**config.mk**
```make
export PLATFORM = sky130hd
export DESIGN_NAME = video_mon
export DESIGN_NICKNAME = d
export VERILOG_FILES = /design/src/rtl/video_mon.sv
export SDC_FILE = /design/constraint.sdc
export NUM_CORES = 1
export LEC_CHECK = 0
export ABC_AREA = 1
export CAP_MARGIN = 20
export CORE_ASPECT_RATIO = 0.8
export CORE_UTILIZATION = 60
export CTS_BUF_LIST = sky130_fd_sc_hd__clkbuf_16
export CTS_CLUSTER_SIZE = 24
export DETAILED_ROUTE_END_ITERATION = 7
export GPL_TIMING_DRIVEN = 0
export PLACE_DENSITY = 0.8
export SYNTH_ARGS = -nofsm -noshare
export SYNTH_HDL_FRONTEND = slang
export SYNTH_SLANG_ARGS = --single-unit
```
**constraint.sdc**
```tcl
create_clock -name clk -period 4.37 [get_ports clk]
set_input_delay 0.6555 -clock clk [delete_from_list [all_inputs] [get_ports clk]]
set_output_delay 0.6555 -clock clk [all_outputs]
set_load 0.02 [all_outputs]
```
**src/rtl/video_mon.sv**
```systemverilog
// Video timing monitor: measures active width, active height and total line
// count of each frame, and publishes them once several consecutive frames
// agree. Publication is withdrawn on bad frames, on a format change and when
// vertical sync disappears for too long.
module video_mon #(
    parameter int STABLE_FRAMES = 2,
    parameter int TIMEOUT_W     = 20
) (
    input  logic       clk,
    input  logic       reset_n,
    input  logic       ce_pix,
    input  logic       hs,
    input  logic       vs,
    input  logic       hbl,
    input  logic       vbl,
    output logic [9:0] width,
    output logic [9:0] height,
    output logic [9:0] lines_total,
    output logic       valid,
    output logic       changed
);

    localparam int            SW       = $clog2(STABLE_FRAMES + 1);
    localparam logic [SW-1:0] STAB_MAX = SW'(STABLE_FRAMES);
    localparam logic [SW-1:0] STAB_ONE = SW'(1);
    localparam logic [9:0]    CNT_MAX  = 10'd1023;

    typedef enum logic {
        SYNC_WAIT,
        MEASURE
    } state_t;

    state_t               state;
    logic                 hs_q;
    logic                 vs_q;
    logic                 hbl_q;
    logic [9:0]           pix_cnt;
    logic [9:0]           line_w;
    logic [9:0]           act_lines;
    logic [9:0]           tot_lines;
    logic                 irregular;
    logic [9:0]           prev_w;
    logic [9:0]           prev_h;
    logic [9:0]           prev_t;
    logic [SW-1:0]        stab_cnt;
    logic [TIMEOUT_W-1:0] timeout_cnt;

    logic                 frame_end;
    logic                 line_start;
    logic                 line_end;
    logic                 pix_en;
    logic                 line_counted;
    logic                 timeout_hit;
    logic [9:0]           line_w_nxt;
    logic [9:0]           act_nxt;
    logic [9:0]           tot_nxt;
    logic                 irregular_nxt;
    logic                 cand_bad;
    logic                 same_prev;
    logic                 same_pub;
    logic [SW-1:0]        stab_nxt;

    // Edge detection and the per-frame statistics including the current clk's line, so a line ending with the frame still counts
    always_comb begin
        frame_end     = vs_q & ~vs;
        line_start    = hs_q & ~hs;
        line_end      = ~hbl_q & hbl;
        pix_en        = ce_pix & ~hbl & ~vbl;
        timeout_hit   = (&timeout_cnt) & ~frame_end;
        line_counted  = line_end & (pix_cnt != 10'd0);
        line_w_nxt    = line_w;
        act_nxt       = act_lines;
        irregular_nxt = irregular;
        if (line_counted) begin
            if (act_lines == 10'd0) begin
                line_w_nxt = pix_cnt;
            end else if (pix_cnt != line_w) begin
                irregular_nxt = 1'b1;
            end
            if (act_lines != CNT_MAX) begin
                act_nxt = act_lines + 10'd1;
            end
        end
        tot_nxt = tot_lines;
        if (line_start && (tot_lines != CNT_MAX)) begin
            tot_nxt = tot_lines + 10'd1;
        end
        cand_bad  = irregular_nxt | (act_nxt == 10'd0);
        same_prev = ({line_w_nxt, act_nxt, tot_lines} == {prev_w, prev_h, prev_t});
        same_pub  = ({line_w_nxt, act_nxt, tot_lines} == {width, height, lines_total});
        if (!same_prev) begin
            stab_nxt = STAB_ONE;
        end else if (stab_cnt == STAB_MAX) begin
            stab_nxt = STAB_MAX;
        end else begin
            stab_nxt = stab_cnt + STAB_ONE;
        end
    end

    // Previous-clk copies of the syncs and blanking for edge detection
    always_ff @(posedge clk or negedge reset_n) begin
        if (!reset_n) begin
            hs_q  <= 1'b0;
            vs_q  <= 1'b0;
            hbl_q <= 1'b0;
        end else begin
            hs_q  <= hs;
            vs_q  <= vs;
            hbl_q <= hbl;
        end
    end

    // Watchdog counting clks since the last vsync falling edge
    always_ff @(posedge clk or negedge reset_n) begin
        if (!reset_n) begin
            timeout_cnt <= '0;
        end else if (frame_end) begin
            timeout_cnt <= '0;
        end else begin
            timeout_cnt <= timeout_cnt + 1'b1;
        end
    end

    // Measurement FSM: per-frame counters, candidate stability tracking and the published outputs
    always_ff @(posedge clk or negedge reset_n) begin
        if (!reset_n) begin
            state       <= SYNC_WAIT;
            pix_cnt     <= '0;
            line_w      <= '0;
            act_lines   <= '0;
            tot_lines   <= '0;
            irregular   <= 1'b0;
            prev_w      <= '0;
            prev_h      <= '0;
            prev_t      <= '0;
            stab_cnt    <= '0;
            width       <= '0;
            height      <= '0;
            lines_total <= '0;
            valid       <= 1'b0;
            changed     <= 1'b0;
        end else begin
            changed <= 1'b0;
            if (timeout_hit) begin
                state    <= SYNC_WAIT;
                valid    <= 1'b0;
                stab_cnt <= '0;
            end else begin
                case (state)
                    SYNC_WAIT: begin
                        if (frame_end) begin
                            state     <= MEASURE;
                            pix_cnt   <= '0;
                            line_w    <= '0;
                            act_lines <= '0;
                            irregular <= 1'b0;
                            tot_lines <= {9'd0, line_start};
                        end
                    end
                    MEASURE: begin
                        if (frame_end) begin
                            if (cand_bad) begin
                                stab_cnt <= '0;
                                valid    <= 1'b0;
                            end else begin
                                stab_cnt <= stab_nxt;
                                if (!same_prev) begin
                                    prev_w <= line_w_nxt;
                                    prev_h <= act_nxt;
                                    prev_t <= tot_lines;
                                end
                                if (stab_nxt == STAB_MAX) begin
                                    width       <= line_w_nxt;
                                    height      <= act_nxt;
                                    lines_total <= tot_lines;
                                    valid       <= 1'b1;
                                    changed     <= ~same_pub;
                                end else if (!same_pub) begin
                                    valid <= 1'b0;
                                end
                            end
                            pix_cnt   <= '0;
                            line_w    <= '0;
                            act_lines <= '0;
                            irregular <= 1'b0;
                            tot_lines <= {9'd0, line_start};
                        end else begin
                            if (line_end) begin
                                pix_cnt <= '0;
                            end else if (pix_en && (pix_cnt != CNT_MAX)) begin
                                pix_cnt <= pix_cnt + 10'd1;
                            end
                            line_w    <= line_w_nxt;
                            act_lines <= act_nxt;
                            irregular <= irregular_nxt;
                            tot_lines <= tot_nxt;
                        end
                    end
                    default: state <= SYNC_WAIT;
                endcase
            end
        end
    end

endmodule

```
After elaboration in Yosys (flattened, before gate mapping):

Index checks and enable logic that the tools add are counted.

* flip-flop bits (word level): 129
* output and inout bits: 32
* logic and storage cells: 114

* $add $sub $neg: 5
* equal/unequal tests: 12
* muxes and demuxes: 44
* bitwise logic cells: 19
* reduce and logical (&&, ||, !) cells: 15

Operators with widths (number)
* $mux 10: 13
* $pmux 10 s2: 4
* $eq 30x30->1: 2
* $add 10x1->10 const B: 3
* $ne 10x10->1 const B: 3
* $add 20x1->20 const B: 1
* $logic_not 10->1: 2
* $mux 20: 1
* $reduce_and 20->1: 1
* $mux 1: 19
* $mux 2: 6
* $not 1->1: 11
* $ne 10x10->1: 1
* $reduce_and 5->1: 2
* $reduce_bool 10->1: 1
* $reduce_and 3->1: 3
* $and 1x1->1: 7
* $eq 2x2->1 const B: 2
* $ne 4x1->1 const B: 1
* $ne 4x3->1 const B: 1
* $reduce_and 2->1: 2
* $reduce_bool 2->1: 2
* $ne 3x1->1 const B: 1
* $add 2x1->2 const B: 1
* 4 further kinds: 5

Logic depth before layout (Yosys ltp):

* depth after elaboration: 12
* mapped depth: 20
* mapped depth without buffers: 20

Worst setup path before layout:

OpenSTA, ideal clock, no wires.

* path type: in2reg
* start point: in hbl
* end point: reg stab_cnt[0]
* setup time: 132 ps
* arrival time: 2375 ps
* data required time: 4238 ps
* path slack: 1863 ps
* stages on the path: 14
* cells stage by stage: inv_2 > nor2_8 > inv_1 > nor2_4 > buf_6 > buf_6 > nand3_1 > nand3_1 > nand3_1 > nor2_1 > nand3_2 > o21ai_4 > buf_6 > o221ai_2

* cells in the longest elaborated chain, start to end: 9
* elaborated cells between the ends (all ways): 13

Ends and longest elaborated chain
* start, declared: line 14 `input logic hbl,`
* $and 1x1->1 (*): line 67 `line_end = ~hbl_q & hbl;`
* $and 1x1->1 (*): line 70 `line_counted = line_end & (pix_cnt != 10'd0);`
* $mux 10: line 74 `if (line_counted) begin`
* $eq 30x30->1 / $logic_not 10->1 (equally long branches): line 89, 88
* $mux 2 / $or 1x1->1 (equally long branches): line 91, 88
* $mux 2 (*): line 162 `if (cand_bad) begin`
* $mux 2 (*): line 161 `if (frame_end) begin`
* $mux 2 (*): line 149 `case (state)`
* $mux 2 (*): line 144 `if (timeout_hit) begin`
* end signal, assigned: line 166 `stab_cnt <= stab_nxt;`
* end, declared: line 45 `logic [SW-1:0] stab_cnt;`

Every way passes the cells marked *; elsewhere a longest branch is shown, timed or not. The select of a mux whose other input is x is not followed.
A chain may end at the register's enable or synchronous reset.

Worst setup path after layout:

* start point: reg act_lines[0]
* end point: reg lines_total[3]

* cells in the longest elaborated chain, start to end: 7
* elaborated cells between the ends (all ways): 16

Ends and longest elaborated chain
* start, declared: line 39 `logic [9:0] act_lines;`
* start signal, assigned: line 194 `act_lines <= act_nxt;`
* $add 10x1->10, or another cell as far along: line 81 `act_nxt = act_lines + 10'd1;`
* $mux 10 (on tied branches): line 80, 75
* $mux 10: line 74
* $eq 30x30->1 / $logic_not 10->1 (equally long branches): line 89, 88
* $mux 2 / $or 1x1->1 (equally long branches): line 91, 88
* $eq 2x2->1 / $not 1->1 (equally long branches)
* $reduce_and 5->1 (no line) (*)
* end signal, assigned: line 175 `lines_total <= tot_lines;`
* end, declared: line 18 `output logic [9:0] lines_total,`

Every way passes the cells marked *; elsewhere a longest branch is shown, timed or not.

==> impl_results.rst <==
.. list-table::
   :header-rows: 1

   * - Metric
     - Value
   * - Number of synthesized flops with an enable pin
     - 0
   * - Routed length per instance
     - 15.1 microns
   * - Combined buffer and inverter count along the critical path
     - 2
   * - Total via count in the routed design
     - ~7.1k
   * - Post-synthesis cell type with the largest combined area
     - sky130_fd_sc_hd__dfrtp_1
   * - GRT Overall Usage
     - 31.5%
   * - Via density
     - 5.50
   * - Share of the synthesized area in the top cell type
     - roughly 41%
   * - Skew final
     - 0.00898 ns
   * - Slew @ Worst Pin
     - 0.621 ns
   * - Placement row count
     - 36
   * - Final critical path time including I/O delays and setup
     - slightly above 3 ns
   * - Antenna violations before repair
     - 0
   * - Critical path type
     - register to register
   * - Hold Fails Final Rpt
     - 0
   * - Number of maximum-capacitance violations
     - 0
   * - Register clock-pin slew on the reported worst setup and hold paths
     - roughly 0.06 ns
   * - Horizontal die dimension
     - 130 microns
   * - Floorplan die area
     - 0.0135 sq mm
   * - GRT Residual Overflow
     - 0
   * - Leakage component of the power
     - 0.00458 uW
   * - Crit path setup slack, layout
     - 1.28 ns
   * - DRT Wirelength
     - 19600 microns
   * - Reg-to-reg startpoint
     - act_lines[0]
   * - Number of buffers inserted by port buffering
     - 38
   * - Synth Register Bits
     - roughly 130
   * - Initial standard-cell utilization of the core
     - 62.9%
   * - Number of hold buffers added after cts
     - 0
   * - Synth Flop Type
     - sky130_fd_sc_hd__dfrtp_1
   * - CP max FO
     - 10
   * - Data arrival, critical path
     - 3.40 ns
   * - TritonCTS clock tree
     - yes
   * - Number of warnings issued by yosys
     - 0
   * - Antenna cell count
     - 0
   * - Post-Syn Instances
     - 1056
   * - Clock Tree Root
     - sky130_fd_sc_hd__clkbuf_16
   * - Area Overhead vs Synth
     - 15.8%
   * - Number of nets in the finished design
     - 1128
   * - Critical path's top delay family
     - simple AND/OR/NAND/NOR gates
   * - Sequential-to-total area share from yosys stat
     - 41.3%
   * - First-pass GRT wire length
     - 32900 microns
   * - Tcrit/Tclk final
     - between 70 and 80%
   * - Placeable core region
     - about 0.012 sq mm
   * - Worst setup timing slack at the placement stage
     - 0.947 ns
   * - Number of instances resized during post-cts repair
     - 0
   * - Slew HR
     - 58.4%
   * - Cells along the critical path
     - inv_1 > ha_1 > nand3_1 > nor2_2 > nand3_1 > nand2_1 > nand2_1 > nand2_2 > nand2_1 > nand2_1 > nand2_1 > nor2_1 > nand3_2 > nor2_2 > nand4_4 > buf_6 > nand2_1 > nand2_1
   * - Average cell area after synthesis
     - 7.41 sq um
   * - Clock tree buffer depth
     - 2
   * - Master of the slowest instance on the critical path
     - sky130_fd_sc_hd__dfrtp_1
   * - Kind of end point of the critical path
     - register
   * - Post-DP Area
     - between 0.008 and 0.009 sq mm
   * - Number of cells on the critical path
     - 18
   * - Detailed placer's ending HPWL
     - ~14000 microns
   * - Top post-synthesis cells by area
     - sky130_fd_sc_hd__dfrtp_1, sky130_fd_sc_hd__nand2_1, sky130_fd_sc_hd__nand3_1, sky130_fd_sc_hd__inv_1, sky130_fd_sc_hd__nor2_1
   * - Fraction of layout instances using a drive strength above 1
     - 11.4%
   * - Later-pin clock latency in the skew report
     - approximately 0.43 ns
   * - Cell with the most instances after synthesis
     - sky130_fd_sc_hd__nand2_1
   * - Count of distinct cell types in the synthesized netlist
     - 42
   * - Die extent in y
     - about 100 microns
   * - Worst VDD drop
     - 302 uV
   * - Cts bufs inserted
     - 17
   * - Largest net degree at the start of global routing
     - 75
   * - Kind of start point of the critical path
     - register
   * - DRT Pass-1 Iters
     - 5
   * - Number of global-route vias before repair
     - between 6k and 7k
   * - Outcome
     - finished clean
   * - CTS sink cnt
     - ~130
   * - Remaining antenna violation count after routing
     - 0
   * - WP data required
     - ~4.7 ns
   * - Async SR Flop Fraction
     - 100%
   * - Placer congestion estimate
     - 0.956
   * - Syn Nets
     - 1070
   * - Most prevalent standard cell on the critical path
     - sky130_fd_sc_hd__nand2_1
   * - Detailed-route DRC error count
     - 0
   * - Commonest cells in the synthesized netlist
     - sky130_fd_sc_hd__nand2_1, sky130_fd_sc_hd__inv_1, sky130_fd_sc_hd__dfrtp_1
   * - Number of ports placed on the die boundary
     - 39
   * - Final setup violation count
     - 0
   * - Final core area utilization
     - 72.9%
   * - 1st-iter DRT viols
     - 755
   * - Depth of the most critical reg-to-reg path
     - 18
   * - Areal power density over the cells
     - 461 mW/mm^2
   * - Summed instance area of the synthesized netlist
     - between 0.007 and 0.008 sq mm
   * - Pins Over Slew Limit
     - 0
   * - Tightest Hold Check Type
     - input port to async pin
   * - H-tree depth reported by CTS
     - 4
   * - Top achievable clock speed
     - 324 MHz
   * - Finished Cell Area
     - 0.00906 sq mm
   * - Slowest cell delay on critical path
     - 0.42 ns
   * - Post-CTS setup buffer count
     - 0
   * - Origin of the worst setup path
     - act_lines[0]
   * - Setup repair after global routing missed its margin
     - false
==> sequential cells by signal, summed over array words and instances (netlist names), 2 cells and up <==
| signal | flops |
|---|---|
| prev_h | 10 |
| act_lines | 10 |
| lines_total | 10 |
| stab_cnt | 2 |
| prev_w | 10 |
| line_w | 10 |
| pix_cnt | 10 |
| timeout_cnt | 20 |
| tot_lines | 10 |
| prev_t | 10 |
| height | 10 |
| width | 10 |
==> layout by cell type, fill, tap and decap left out, types with 4 or more instances in the layout <==
cell type                         synthesis  final
sky130_fd_sc_hd__nor3_1                  20     20
sky130_fd_sc_hd__inv_1                  136    136
sky130_fd_sc_hd__buf_2                    8      8
sky130_fd_sc_hd__clkinv_4                 0      4
sky130_fd_sc_hd__nand4_1                 14     14
sky130_fd_sc_hd__clkbuf_16                0     17
sky130_fd_sc_hd__nand2_1                312    312
sky130_fd_sc_hd__dfrtp_1                129    129
sky130_fd_sc_hd__nor2_1                  85     85
sky130_fd_sc_hd__clkinvlp_4               0      5
sky130_fd_sc_hd__buf_6                   16     17
sky130_fd_sc_hd__ha_1                     7      7
sky130_fd_sc_hd__clkdlybuf4s50_1          0     37
sky130_fd_sc_hd__xnor2_1                  9      9
sky130_fd_sc_hd__inv_2                    4      4
sky130_fd_sc_hd__nand2_2                 12     12
sky130_fd_sc_hd__nor4_1                   5      5
sky130_fd_sc_hd__o21ai_0                 28     28
sky130_fd_sc_hd__o22ai_1                 20     20
sky130_fd_sc_hd__clkbuf_1                 7      7
sky130_fd_sc_hd__xor2_1                  22     22
sky130_fd_sc_hd__o21ai_2                 28     28
sky130_fd_sc_hd__a21oi_1                 25     25
sky130_fd_sc_hd__nor2_2                   7      7
sky130_fd_sc_hd__nand3b_1                10     10
sky130_fd_sc_hd__nand3_1                119    119
==> power breakdown <==
| group | leakage (uW) | switching [uW] | internal (uW) | total [uW] |
|---|---|---|---|---|
| Clock | 0.000282 | 566 | 900 | 1470 |
| Sequential | 0.00175 | 122 | 1330 | 1450 |
| Combinational | 0.00254 | 841 | 417 | 1260 |
| Total | 0.00458 | 1530 | 2640 | 4170 |
==> metal layers <==
metal | part of all wire, % | vias up | global-route usage, % | routed length [microns]
met5 | 0 | - | 0 | 0
met4 | 1.7 | 0 | 10.6 | 337
met3 | 8.7 | 35 | 7.77 | 1700
met2 | 43 | 302 | 45.5 | 8420
met1 | 47 | 3281 | 46.1 | 9170
li1 | - | 3517 | - | -
==> through the flow <==
stage          hold WS [ns]  instances  total power (uW)  setup TNS (ns)
2_1_floorplan         0.360       1056              2370               0
6_report              0.174       1298              4170               0
3_5_place_dp          0.458       1266              2690               0
3_3_place_gp          0.450       1265              2660         -310.36
5_1_grt               0.228       1298              4390               0
4_1_cts               0.200       1298              4160               0
==> final cells by class <==
| type | count | area, sq um |
|---|---|---|
| Clock buffer | 17 | 425 |
| Buffer | 32 | 260 |
| Multi-Input combinational cell | 755 | 3810 |
| Sequential cell | 129 | 3230 |
| Timing Repair Buffer | 39 | 409 |
| Fill cell | 1006 | 3370 |
| Inverter | 140 | 526 |
| Clock inverter | 15 | 185 |
| Tap cell | 171 | 214 |
==> cell families (layout without fill, tap and decap cells) <==
logic type	after synthesis	in the layout	share of synthesized area, %
AND/OR/NAND/NOR	602	602	34.5
buffers and inverters	172	243	10.0
flip-flops	129	129	41.3
AO/OA/AOI/OAI	115	115	9.61
XOR/XNOR	31	31	3.47
adder cells (fa/ha/maj)	7	7	1.12
==> worst paths after layout <==
check | to | slack, ns
max | lines_total[3] | 1.28
min | pix_cnt[6] | 0.17
max reg2reg | lines_total[3] | 1.28
min reg2reg | timeout_cnt[0] | 0.47
max in group asynchronous | lines_total[2] | 3.47
min in group clk | timeout_cnt[0] | 0.47
No activity file was read; power rests on OpenSTA's default activity.
